<file path="src/rtl/imm_encoder_if.sv">
// Request/result stream bundle for the immediate encoder.
// The master side issues templates and immediates and consumes encoded words.
// The slave side is the encoder itself.
interface imm_encoder_if;
    logic        in_valid;
    logic        in_ready;
    logic [31:0] in_tmpl;
    logic [63:0] in_imm;
    logic        out_valid;
    logic        out_ready;
    logic [31:0] out_inst;
    logic        out_err;

    modport master (
        output in_valid, in_tmpl, in_imm, out_ready,
        input  in_ready, out_valid, out_inst, out_err
    );

    modport slave (
        input  in_valid, in_tmpl, in_imm, out_ready,
        output in_ready, out_valid, out_inst, out_err
    );
endinterface

</file>
<file path="src/rtl/imm_encoder.sv">
// Streaming immediate encoder: inserts a signed immediate into the immediate
// fields of a 32-bit instruction template (format chosen by template [6:5]).
// Two registered stages with valid/ready stalling, a range/format error flag
// and saturating counters of delivered good and bad results.
module imm_encoder #(
    parameter int CNT_W    = 16,
    parameter bit ERR_ZERO = 1'b1
) (
    input  logic             clk,
    input  logic             rst_n,
    imm_encoder_if.slave     bus,
    output logic [CNT_W-1:0] cnt_ok,
    output logic [CNT_W-1:0] cnt_err
);

    // Stage 1: captured request
    logic        s1_valid_q;
    logic [31:0] s1_tmpl_q;
    logic [11:0] s1_imm_q;
    logic        s1_err_q;

    // Stage 2: encoded result
    logic        s2_valid_q;
    logic [31:0] out_inst_q;
    logic        out_err_q;

    logic [CNT_W-1:0] cnt_ok_q;
    logic [CNT_W-1:0] cnt_err_q;

    logic        adv1;
    logic        adv2;
    logic        range_ok;
    logic        s1_err_d;
    logic [11:0] v_ins;
    logic [31:0] inst_d;
    logic        out_hs;

    // A stage may load when it is empty or its content moves on this cycle.
    assign adv2   = !s2_valid_q || bus.out_ready;
    assign adv1   = !s1_valid_q || adv2;
    assign out_hs = s2_valid_q && bus.out_ready;

    // The 12-bit field holds the value only if bits 63..11 are a pure sign extension.
    assign range_ok = (&bus.in_imm[63:11]) || !(|bus.in_imm[63:11]);
    assign s1_err_d = !range_ok || (bus.in_tmpl[6:5] == 2'b11);

    // Scatter the 12-bit immediate into the fields of the selected format.
    always_comb begin
        v_ins  = (s1_err_q && (ERR_ZERO == 1'b1)) ? 12'd0 : s1_imm_q;
        inst_d = s1_tmpl_q;
        case (s1_tmpl_q[6:5])
            2'b00: begin
                inst_d[31:20] = v_ins;
            end
            2'b01: begin
                inst_d[31:25] = v_ins[11:5];
                inst_d[11:7]  = v_ins[4:0];
            end
            2'b10: begin
                inst_d[31]    = v_ins[11];
                inst_d[7]     = v_ins[10];
                inst_d[30:25] = v_ins[9:4];
                inst_d[11:8]  = v_ins[3:0];
            end
            default: begin
                inst_d = s1_tmpl_q;
            end
        endcase
    end

    // Stage 1 register: accept a new request whenever the pipe can advance.
    always_ff @(posedge clk or negedge rst_n) begin
        if (!rst_n) begin
            s1_valid_q <= 1'b0;
            s1_tmpl_q  <= 32'd0;
            s1_imm_q   <= 12'd0;
            s1_err_q   <= 1'b0;
        end else if (adv1) begin
            s1_valid_q <= bus.in_valid;
            if (bus.in_valid) begin
                s1_tmpl_q <= bus.in_tmpl;
                s1_imm_q  <= bus.in_imm[11:0];
                s1_err_q  <= s1_err_d;
            end
        end
    end

    // Stage 2 register: result is frozen while the consumer stalls.
    always_ff @(posedge clk or negedge rst_n) begin
        if (!rst_n) begin
            s2_valid_q <= 1'b0;
            out_inst_q <= 32'd0;
            out_err_q  <= 1'b0;
        end else if (adv2) begin
            s2_valid_q <= s1_valid_q;
            if (s1_valid_q) begin
                out_inst_q <= inst_d;
                out_err_q  <= s1_err_q;
            end
        end
    end

    // Saturating tallies of delivered results, split by error flag.
    always_ff @(posedge clk or negedge rst_n) begin
        if (!rst_n) begin
            cnt_ok_q  <= '0;
            cnt_err_q <= '0;
        end else if (out_hs) begin
            if (!out_err_q) begin
                if (!(&cnt_ok_q)) cnt_ok_q <= cnt_ok_q + CNT_W'(1);
            end else begin
                if (!(&cnt_err_q)) cnt_err_q <= cnt_err_q + CNT_W'(1);
            end
        end
    end

    assign bus.in_ready  = adv1;
    assign bus.out_valid = s2_valid_q;
    assign bus.out_inst  = out_inst_q;
    assign bus.out_err   = out_err_q;
    assign cnt_ok        = cnt_ok_q;
    assign cnt_err       = cnt_err_q;

endmodule

</file>
<file path="src/flat_wrapper.sv">
// flat-port wrapper written by rule: the top's interface ports become plain ports
module imm_encoder_flat 
#(
    parameter int CNT_W    = 16,
    parameter bit ERR_ZERO = 1'b1
)
  (clk, rst_n, cnt_ok, cnt_err, bus_in_valid, bus_in_tmpl, bus_in_imm, bus_out_ready, bus_in_ready, bus_out_valid, bus_out_inst, bus_out_err);
  imm_encoder_if bus_i ();
  input  logic clk;
  input  logic rst_n;
  output logic [CNT_W-1:0] cnt_ok;
  output logic [CNT_W-1:0] cnt_err;
  input wire logic [$bits(bus_i.in_valid)-1:0] bus_in_valid;
  input wire logic [$bits(bus_i.in_tmpl)-1:0] bus_in_tmpl;
  input wire logic [$bits(bus_i.in_imm)-1:0] bus_in_imm;
  input wire logic [$bits(bus_i.out_ready)-1:0] bus_out_ready;
  output wire logic [$bits(bus_i.in_ready)-1:0] bus_in_ready;
  output wire logic [$bits(bus_i.out_valid)-1:0] bus_out_valid;
  output wire logic [$bits(bus_i.out_inst)-1:0] bus_out_inst;
  output wire logic [$bits(bus_i.out_err)-1:0] bus_out_err;
  assign bus_i.in_valid = bus_in_valid;
  assign bus_i.in_tmpl = bus_in_tmpl;
  assign bus_i.in_imm = bus_in_imm;
  assign bus_i.out_ready = bus_out_ready;
  assign bus_in_ready = bus_i.in_ready;
  assign bus_out_valid = bus_i.out_valid;
  assign bus_out_inst = bus_i.out_inst;
  assign bus_out_err = bus_i.out_err;
  imm_encoder #(.CNT_W(CNT_W), .ERR_ZERO(ERR_ZERO)) u_core (.clk(clk), .rst_n(rst_n), .bus(bus_i), .cnt_ok(cnt_ok), .cnt_err(cnt_err));
endmodule
</file>
<file path="config.mk">
export PLATFORM = sky130hd
export DESIGN_NAME = imm_encoder_flat
export DESIGN_NICKNAME = d
export VERILOG_FILES = /design/src/rtl/imm_encoder_if.sv /design/src/rtl/imm_encoder.sv /design/src/flat_wrapper.sv
export SDC_FILE = /design/constraint.sdc
export NUM_CORES = 1
export LEC_CHECK = 0
export ABC_CLOCK_PERIOD_IN_PS = 1800
export BUFFER_PORTS_ARGS = -buffer_cell sky130_fd_sc_hd__buf_2
export CORE_AREA = 2 2 132 95
export DETAILED_ROUTE_END_ITERATION = 8
export DIE_AREA = 0 0 134 97
export PLACE_DENSITY_LB_ADDON = 0.12
export SYNTH_ARGS = -nofsm -noshare
export SYNTH_HDL_FRONTEND = slang
export SYNTH_SLANG_ARGS = --single-unit
</file>
<file path="constraint.sdc">
create_clock -name clk -period 1.8 [get_ports clk]
set_input_delay 0.18 -clock clk [delete_from_list [all_inputs] [get_ports clk]]
set_output_delay 0.18 -clock clk [all_outputs]
set_load 0.05 [all_outputs]
</file>
==> qor.yml, run 1 <==
num_vias: 3853
wl_met2_um: 5735
path_class: "register to register"
holdWs_ps: 64.81
hold_class: "primary input to register"
fmaxAchievable_mhz: 580.1
setup.worst_path.end_class: "register"
synth_top_area_share_pct: 56.34
die_w_um: 134
antennaDiodeCount: 0
syn_area_per_cell_um2: 12.05
cts_sinks: 112
grt_antenna_before_repair: 1
cts.htree.levels: 3
cts_tree: "yes"
relSlewSlack_pct: 70.42
outcome: "finished, final reports clean"
grt-ovfl-total: 0
cts_buffer_depth: 2
power_density_nw_per_um2: 1138
netlist_top_cells_area: "dfrtp_1 (56%), mux2_2 (13%), xnor2_1 (3.5%)"
ios: 167
worst_pin_slew_ps: 443.7
antenna_left: 0
firstDrtPassIters: 4
start_util_pct: 42.88
rows: 33
place.port_buffers: 166
skew_ps: 9.275
grt_pass1_wl_um: 19420
rsz0062_at_grt: "true"
final.min_clock_period_ps: 1724
cp.required_ps: 2030
cp.arrival_ps: 1950
grt_pass1_vias: 3900
critPathLaunchType: "register"
timing.max_cap.violations: 0
hpwl_um: 9289
clkSlewWorstSetupHoldPaths_ps: 70
fin_ws_ps: 76.07
yosysWarnings: 0
min_period_over_period_pct: 95.77
cts.repair.resized: 0
setup_viol: 0
wl_met1_um: 5397
seq_area_frac_synth_pct: 56.34
place_area_um2: 6116
grt_usage_pct: 18.98
cts_root_buffer: "clkbuf_16"
die_h_um: 97
place.gp.congestion: 0.9174
grt_max_degree: 57
vias_per_cell: 5.110
fin_nets: 698
drtIter0Drc: 195
die_area_um2: 13000
fin_area_um2: 6430
yosysTopAreaCell: "dfrtp_1"
p_leak_nw: 3.027
irDropWorstVdd_v: 0.0005098
ys_types: 35
dp_slack_ps: 42.77
crit_fanout: 7
drive_gt1_share_pct: 46.57
synth_cells: 413
synth_nets: 519
clkLatencyLatePin_ps: 340
syn-cell-area_um2: 4975
synthToLayoutAreaGrowth_pct: 29.25
cts_inserted_buffers: 9
wl_met3_um: 799
drc: 0
drv_slew: 0
wl_per_cell_um: 15.96
wl_um: 12030
top_layer_used: "met5"
coreArea_um2: 11600
hold_violations: 0
synth_seq_cells: 112
[path summary, 6_finish.rpt]
check                                                   startpoint                                 end  slack [ps]  depth (start not counted)
worst max register to register        u_core.cnt_ok[0]$_DFFE_PN0P_       u_core.cnt_ok[15]$_DFFE_PN0P_          80                          7
worst min-delay path                               bus_in_tmpl[26]    u_core.s1_tmpl_q[26]$_DFFE_PN0P_          60                          2
worst min register to register  u_core.bus.out_inst[9]$_DFFE_PN0P_  u_core.bus.out_inst[9]$_DFFE_PN0P_         480                          2
worst max-delay path                  u_core.cnt_ok[0]$_DFFE_PN0P_       u_core.cnt_ok[15]$_DFFE_PN0P_          80                          7
max in group asynchronous                                    rst_n       u_core.cnt_err[8]$_DFFE_PN0P_         890                          3
min in group asynchronous                                    rst_n        u_core.cnt_ok[4]$_DFFE_PN0P_         300                          2
[stage by stage]
stage	total power [mW]	setup TNS [ps]	util (%)	instances
3_5_place_dp	5.417	0	52.71	735
6_report	7.316	0	55.42	754
5_1_grt	7.680	-29.08	55.42	754
2_1_floorplan	4.733	-8180	-	413
4_1_cts	7.400	0	55.29	752
3_3_place_gp	5.370	0	52.71	735
[per-layer routing]
metal,vias to the layer above,global-route usage [%]
met3,12,5.608
li1,1856,-
met2,145,31.28
met5,-,0
met1,1838,24.96
met4,2,3.928
[area by class of cell]
cell class	count	area, µm²
Clock buffer	12	236.5
Clock inverter	4	52.55
Fill cell	1028	5172
Inverter	3	11.26
Multi-Input combinational cell	286	2120
Sequential cell	112	2823
Tap cell	157	196.4
Timing Repair Buffer	180	991.0
[synth_stat cells]
| master | count |
|---|---|
| a21o_1 | 1 |
| a21oi_1 | 14 |
| a22o_1 | 6 |
| a22oi_1 | 11 |
| a41oi_2 | 1 |
| and3_1 | 5 |
| and4_1 | 3 |
| and4_2 | 1 |
| buf_2 | 5 |
| clkbuf_1 | 7 |
| dfrtp_1 | 112 |
| ha_1 | 6 |
| inv_1 | 3 |
| mux2_1 | 1 |
| mux2_2 | 59 |
| nand2_1 | 40 |
| nand2b_1 | 5 |
| nand3_1 | 12 |
| nand3b_1 | 1 |
| nand4_1 | 23 |
| nand4_2 | 1 |
| nor2_1 | 14 |
| nor2b_1 | 6 |
| nor3_1 | 3 |
| nor3_2 | 1 |
| nor4_1 | 15 |
| nor4_2 | 1 |
| nor4_4 | 2 |
| o211ai_1 | 2 |
| o21ai_0 | 18 |
| o21ai_1 | 1 |
| or2_2 | 2 |
| or4_1 | 1 |
| xnor2_1 | 20 |
| xor2_1 | 10 |
[cell usage in the layout, fill, tap and decap left out, types with 4 or more instances in the layout]
cell type and n:
buf_4 10, dfrtp_1 96, xor2_1 10, nand2_1 38, ha_1 6, buf_12 4, clkbuf_16 9, a22o_1 6
dfrtp_2 16, nor2b_1 6, buf_2 165, nand4_1 23, mux2_2 59, nor4_1 15, o21ai_0 18, nor2_1 14
a22oi_1 11, xnor2_1 20, a21oi_1 14, nand3_1 12, nand2b_1 5, and3_1 5
[where the power goes]
part	internal [mW]	leakage [nW]	switching (mW)
logic	0.683	1.52	1.44
registers	2.92	1.36	0.306
clock network	1.09	0.142	0.873
total	4.70	3.03	2.62
[registers in the layout, indices dropped and copies added, names as in the netlist]
signal                count
u_core.s1_tmpl_q         32
u_core.s1_imm_q          12
u_core.cnt_err           16
u_core.bus.out_inst      32
u_core.bus.out_err        1
u_core.cnt_ok            16
u_core.s1_valid_q         1
u_core.s1_err_q           1
u_core.bus.out_valid      1
[cell families after synthesis]
logic type / count (synthesis) / synth area share [%]
fa+ha+maj: 6 / 1.509
flops: 112 / 56.34
buf+inv: 15 / 1.258
mux: 60 / 13.58
compound gates: 54 / 6.816
simple gates: 136 / 15.22
xor+xnor: 30 / 5.282
[critical path: stages (launching register included)]
cell	delay, ps
dfrtp_2	430
ha_1	240
nand4_1	150
nor4_4	70
nor4_4	260
buf_4	190
nand4_1	120
xnor2_1	150
[what timing repair did]
action                                  4_1_cts  5_1_grt
endpoints found under the setup margin        0        6
setup buffers                                 0        2
endpoints found under the hold margin        18        0
hold buffers                                  1        0
Note: power is estimated with default switching activity, not from simulation.
==> run 2, diff against run 1 <==
Settings changed: CORE_AREA 2 2 132 95 to 2 2 157 113, DIE_AREA 0 0 134 97 to 0 0 159 115.
==> run 2 against run 1 <==
  * Critical path depth shrank 3
  * Clock-buffer cell count fell by 3
  * Worst hold slack worse by 19 ps
  * Sequential power barely moved
  * Die area increased by 41%
  * First-iteration DRC count shrank 35%
  * Clock power up 14%
  * Register-to-register slack barely moved
  * Non-clock buffer count fell by 1
  * Clock skew fell by 0.64 ps
  * Flip-flop and latch count unchanged
  * Largest cell class unchanged
  * Largest power group unchanged
  * Highest routed layer is now met4
==> qor.yml, run 2 (synthesized netlist as in run 1, its figures left out) <==
outcome: "finished, final reports clean"
power_switching_mw: 2.740
pwr-share-comb_pct: 28.3
place.gp.congestion: 0.7626
cts_root_buffer: "clkbuf_16"
drtIter0Drc: 126
hold_class: "primary input to register"
wl_per_cell_um: 15.31
drv_slew: 0
fmaxAchievable_mhz: 581.9
cts_sinks: 112
multi_input_area_um2: 2131
fin_setup_tns_ps: 0
drive_gt1_share_pct: 46.98
p_int_mw: 4.847
cp.arrival_ps: 1960
die_w_um: 159
grt_antenna_before_repair: 1
final_cell_count_no_fill: 828
reg2reg_slack_ps: 80
grt-ovfl-total: 0
critPathLaunchType: "register"
seq_power_share_pct: 42.3
skew_ps: 8.635
timing.max_cap.violations: 0
final.min_clock_period_ps: 1718
grt_max_degree: 50
cts_inserted_buffers: 9
seq_area_um2: 2823
grt_pass1_wl_um: 20920
ios: 167
firstDrtPassIters: 7
rr_worst_depth: 4
min_period_over_period_pct: 95.47
grt_pass1_vias: 3936
clkLatencyLatePin_ps: 360
antenna_left: 0
hpwl_um: 9527
relSlewSlack_pct: 69.86
worst_pin_slew_ps: 452.1
p_clk_share_pct: 29.4
path_class: "register to register"
hold_path_depth: 2
setup_viol: 0
place.port_buffers: 166
start_util_pct: 29.58
p_leak_nw: 3.045
die_area_um2: 18290
wl_um: 12680
hold_violations: 0
cts_buffer_depth: 2
rsz0062_at_grt: "false"
fillCellCount: 1695
vias_per_cell: 4.656
irDropWorstVdd_v: 0.0004517
crit_fanout: 6
swShare_pct: 36.11
fin_nets: 697
rows: 40
setup.worst_path.end_class: "register"
drc: 0
cts_tree: "yes"
clkSlewWorstSetupHoldPaths_ps: 80
num_vias: 3855
cp.required_ps: 2040
die_h_um: 115
layout_commonest_cell: "buf_2"
coreArea_um2: 16820
placed_cells: 810
power_density_nw_per_um2: 1153
cts.htree.levels: 3
synthToLayoutAreaGrowth_pct: 32.24
final_cell_mix: "buf_2 (165), dfrtp_1 (96), mux2_2 (59)"
grt_usage_pct: 14.51
-- run 2: cell count changes in the layout (fill, tap and decap cells not counted), sizes merged --
cell      delta
bufinv       +1
clkinvlp     +1
diode        +1
clkbuf       -3
buf          -1
inv          +1
-- run 2: path summary, 6_finish.rpt --
path | start | end
setup / recovery | u_core.cnt_err[0]$_DFFE_PN0P_ | u_core.cnt_err[1]$_DFFE_PN0P_
hold / removal | bus_in_imm[5] | u_core.s1_imm_q[5]$_DFFE_PN0P_
setup reg to reg | u_core.cnt_err[0]$_DFFE_PN0P_ | u_core.cnt_err[1]$_DFFE_PN0P_
hold reg to reg | u_core.bus.out_inst[29]$_DFFE_PN0P_ | u_core.bus.out_inst[29]$_DFFE_PN0P_
max in group asynchronous | rst_n | u_core.cnt_err[5]$_DFFE_PN0P_
min in group asynchronous | rst_n | u_core.cnt_ok[8]$_DFFE_PN0P_
-- run 2: area by class of cell --
cell class | count | area share [%]
timing repair buffer | 179 | 15.14
tap | 231 | 4.393
inverter | 3 | 0.1712
multi-input combinational | 286 | 32.39
clock buffer | 9 | 3.423
antenna | 1 | 0.03804
clock inverter | 7 | 1.541
sequential | 112 | 42.91
-- run 2: per-layer routing --
layer / up-vias / GRT usage [%] / wire, µm
met5: - / 0 / 0
met3: 12 / 5.087 / 885
met2: 112 / 22.29 / 5550
met1: 1866 / 19.47 / 6079
li1: 1865 / - / -
met4: 0 / 4.364 / 164
-- run 2: worst max-delay path: stages (launching register included) --
cell and delay, ps:
dfrtp_2 430, ha_1 240, and4_1 260, a41oi_4 310
mux2_2 370
-- run 2: through the flow --
step,total power [mW],hold slack (ps),cell area [µm²],utilization [%],setup slack (ps)
finish,7.587,46.28,6579,39.12,81.61
global route,8.002,39.43,6576,39.11,4.306
CTS,7.700,33.28,6565,39.04,51.91
detailed placement,5.424,138.5,6228,37.04,61.91
global placement,5.384,132.3,6228,37.04,104.2
floorplan,4.733,-115.6,5027,-,-202.3
-- run 2: power by group through the flow --
| stage | Clock (mW) | Combinational, mW | Sequential (mW) |
|---|---|---|---|
| floorplan | 0 | 0.649 | 4.08 |
| global placement | 0 | 2.14 | 3.25 |
| detailed placement | 0 | 2.16 | 3.26 |
| CTS | 2.32 | 2.17 | 3.22 |
| global route | 2.42 | 2.30 | 3.28 |
| finish | 2.23 | 2.15 | 3.21 |
-- run 2: timing repair --
item / CTS / global route
hold endpoints to repair: 27 / 0
setup buffers: 0 / 0
resized for setup: 0 / 1
setup endpoints to repair: 0 / 2
hold buffers: 1 / 0
==> run 3, diff against run 2 <==
Settings changed: CELL_PAD_IN_SITES_DETAIL_PLACEMENT set to 1, CELL_PAD_IN_SITES_GLOBAL_PLACEMENT set to 1, GPL_ROUTABILITY_DRIVEN set to 0.
==> run 3 against run 2 <==
  * Clock skew rose by 2.3 ps
  * Highest routed layer unchanged
  * Critical path type unchanged
  * First-iteration DRC count decreased by 23%
  * Final cell count is 0.48% higher
  * Flip-flop and latch count stayed put
  * Clock power fell by 9.0%
==> qor.yml, run 3 (synthesized netlist as in run 1, its figures left out) <==
rr_worst_depth: 7
rsz0062_at_grt: "false"
rows: 40
drtIter0Drc: 97
p_int_mw: 4.742
fin_ws_ps: 110.2
seq_area_um2: 2823
critical-path-slowest-cell: "dfrtp_2"
clkLatencyLatePin_ps: 350
irDropWorstVdd_v: 0.0006510
worstReg2RegEnd: "u_core.cnt_ok[15]$_DFFE_PN0P_"
cts_root_buffer: "clkbuf_16"
min_delay_worst_endpoint: "u_core.s1_tmpl_q[9]$_DFFE_PN0P_"
drc: 0
layout_commonest_cell: "buf_2"
drive_gt1_share_pct: 47.33
final.min_clock_period_ps: 1690
cts_inserted_buffers: 9
firstDrtPassIters: 4
placed_cells: 811
grt_antenna_before_repair: 0
die_w_um: 159
setup.worst_path.end_class: "register"
relSlewSlack_pct: 65.88
cts.htree.levels: 3
die_h_um: 115
path_class: "register to register"
wl_per_cell_um: 16.16
synthToLayoutAreaGrowth_pct: 32.12
grt_max_degree: 42
seq_power_share_pct: 43.5
power_density_nw_per_um2: 1129
place.port_buffers: 166
start_util_pct: 29.58
grt_pass1_wl_um: 21760
swShare_pct: 36.07
cp.arrival_ps: 1920
final_cell_count_no_fill: 832
p_leak_nw: 3.041
hold_path_depth: 2
critPathLaunchType: "register"
p_clk_share_pct: 27.3
hold_violations: 0
cts_buffer_depth: 2
min_period_over_period_pct: 93.88
grt-ovfl-total: 0
fin_setup_tns_ps: 0
drv_slew: 0
reg2reg_slack_ps: 110
fmaxAchievable_mhz: 591.8
fin_nets: 701
hpwl_um: 10400
grt_usage_pct: 15.12
num_vias: 3925
die_area_um2: 18290
pwr-share-comb_pct: 29.1
fillCellCount: 1942
setup_viol: 0
multi_input_area_um2: 2136
dp_slack_ps: -117.2
crit_chain: "ha_2, nand4_1, nor4_4, nor4_4, buf_4, nand4_1, xnor2_1"
final_cell_mix: "buf_2 (165), dfrtp_1 (96), mux2_2 (59)"
critPathMaxStageDelay_ps: 440
hold_start: "bus_in_tmpl[9]"
cp.required_ps: 2030
grt_pass1_vias: 4139
r2r_start: "u_core.cnt_ok[0]$_DFFE_PN0P_"
outcome: "finished, final reports clean"
fin_util_pct: 39.08
worst_pin_slew_ps: 511.7
power_switching_mw: 2.676
coreArea_um2: 16820
hold_class: "primary input to register"
vias_per_cell: 4.718
timing.max_cap.violations: 0
cts_tree: "yes"
wl_um: 13450
crit_path_start: "u_core.cnt_ok[0]$_DFFE_PN0P_"
cts_sinks: 112
clkSlewWorstSetupHoldPaths_ps: 70
crit_fanout: 5
antenna_left: 0
skew_ps: 10.92
ios: 167
-- run 3: how the worst max path moves through the flow --
stage / slack [ps] / cells past startpoint / to
after CTS: 30 / 7 / u_core.cnt_ok[15]$_DFFE_PN0P_
final: 110 / 7 / u_core.cnt_ok[15]$_DFFE_PN0P_
after detailed placement: -120 / 6 / u_core.cnt_ok[12]$_DFFE_PN0P_
after global routing: 9 / 6 / u_core.bus.out_inst[11]$_DFFE_PN0P_
after global placement: 40 / 6 / u_core.cnt_ok[6]$_DFFE_PN0P_
after floorplan: -200 / 4 / u_core.s1_imm_q[0]$_DFFE_PN0P_
-- run 3: stage by stage --
| step | cell area, µm² | power, mW | hold slack [ps] |
|---|---|---|---|
| 4_1_cts | 6555 | 7.555 | 39.83 |
| 6_report | 6573 | 7.417 | 61.08 |
| 3_5_place_dp | 6223 | 5.466 | 176.0 |
| 2_1_floorplan | 5027 | 4.733 | -115.6 |
| 3_3_place_gp | 6223 | 5.402 | 174.7 |
| 5_1_grt | 6570 | 7.849 | 38.13 |
-- run 3: power groups by stage --
| stage | logic (mW) | registers (mW) | clock network [mW] |
|---|---|---|---|
| 2_1_floorplan | 0.649 | 4.08 | 0 |
| 3_3_place_gp | 2.15 | 3.25 | 0 |
| 3_5_place_dp | 2.18 | 3.28 | 0 |
| 4_1_cts | 2.19 | 3.24 | 2.13 |
| 5_1_grt | 2.33 | 3.29 | 2.23 |
| 6_report | 2.16 | 3.23 | 2.03 |
-- run 3: layer usage --
layer,GRT usage (%),share of wire [%]
met4,4.242,1.2
met3,4.798,6.5
met5,0,0
met1,19.52,47
met2,24.72,45
-- run 3: final cells by class --
cell class / instances / area share, %
diodes: 1 / 0.03807
flip-flops and latches: 112 / 42.95
well taps: 231 / 4.397
repair buffers: 183 / 15.42
clock inverters: 4 / 0.7805
inverters: 3 / 0.1713
multi-input cells: 286 / 32.50
clock buffers: 12 / 3.750
-- run 3: timing repair --
action / CTS / global route
setup buffers: 2 / 1
hold buffers: 1 / 0
endpoints found under the setup margin: 7 / 12
pin swaps: 1 / 2
hold endpoints to repair: 32 / 0
resized for setup: 1 / 3
-- run 3: critical path, delay by kind of cell (launching register included) --
kind / cells / cell delay [ps]
and+or+nand+nor: 4 / 580
DFF: 1 / 440
adders and majority gates: 1 / 210
buffers and inverters: 1 / 190
xor gates and xnor gates: 1 / 160
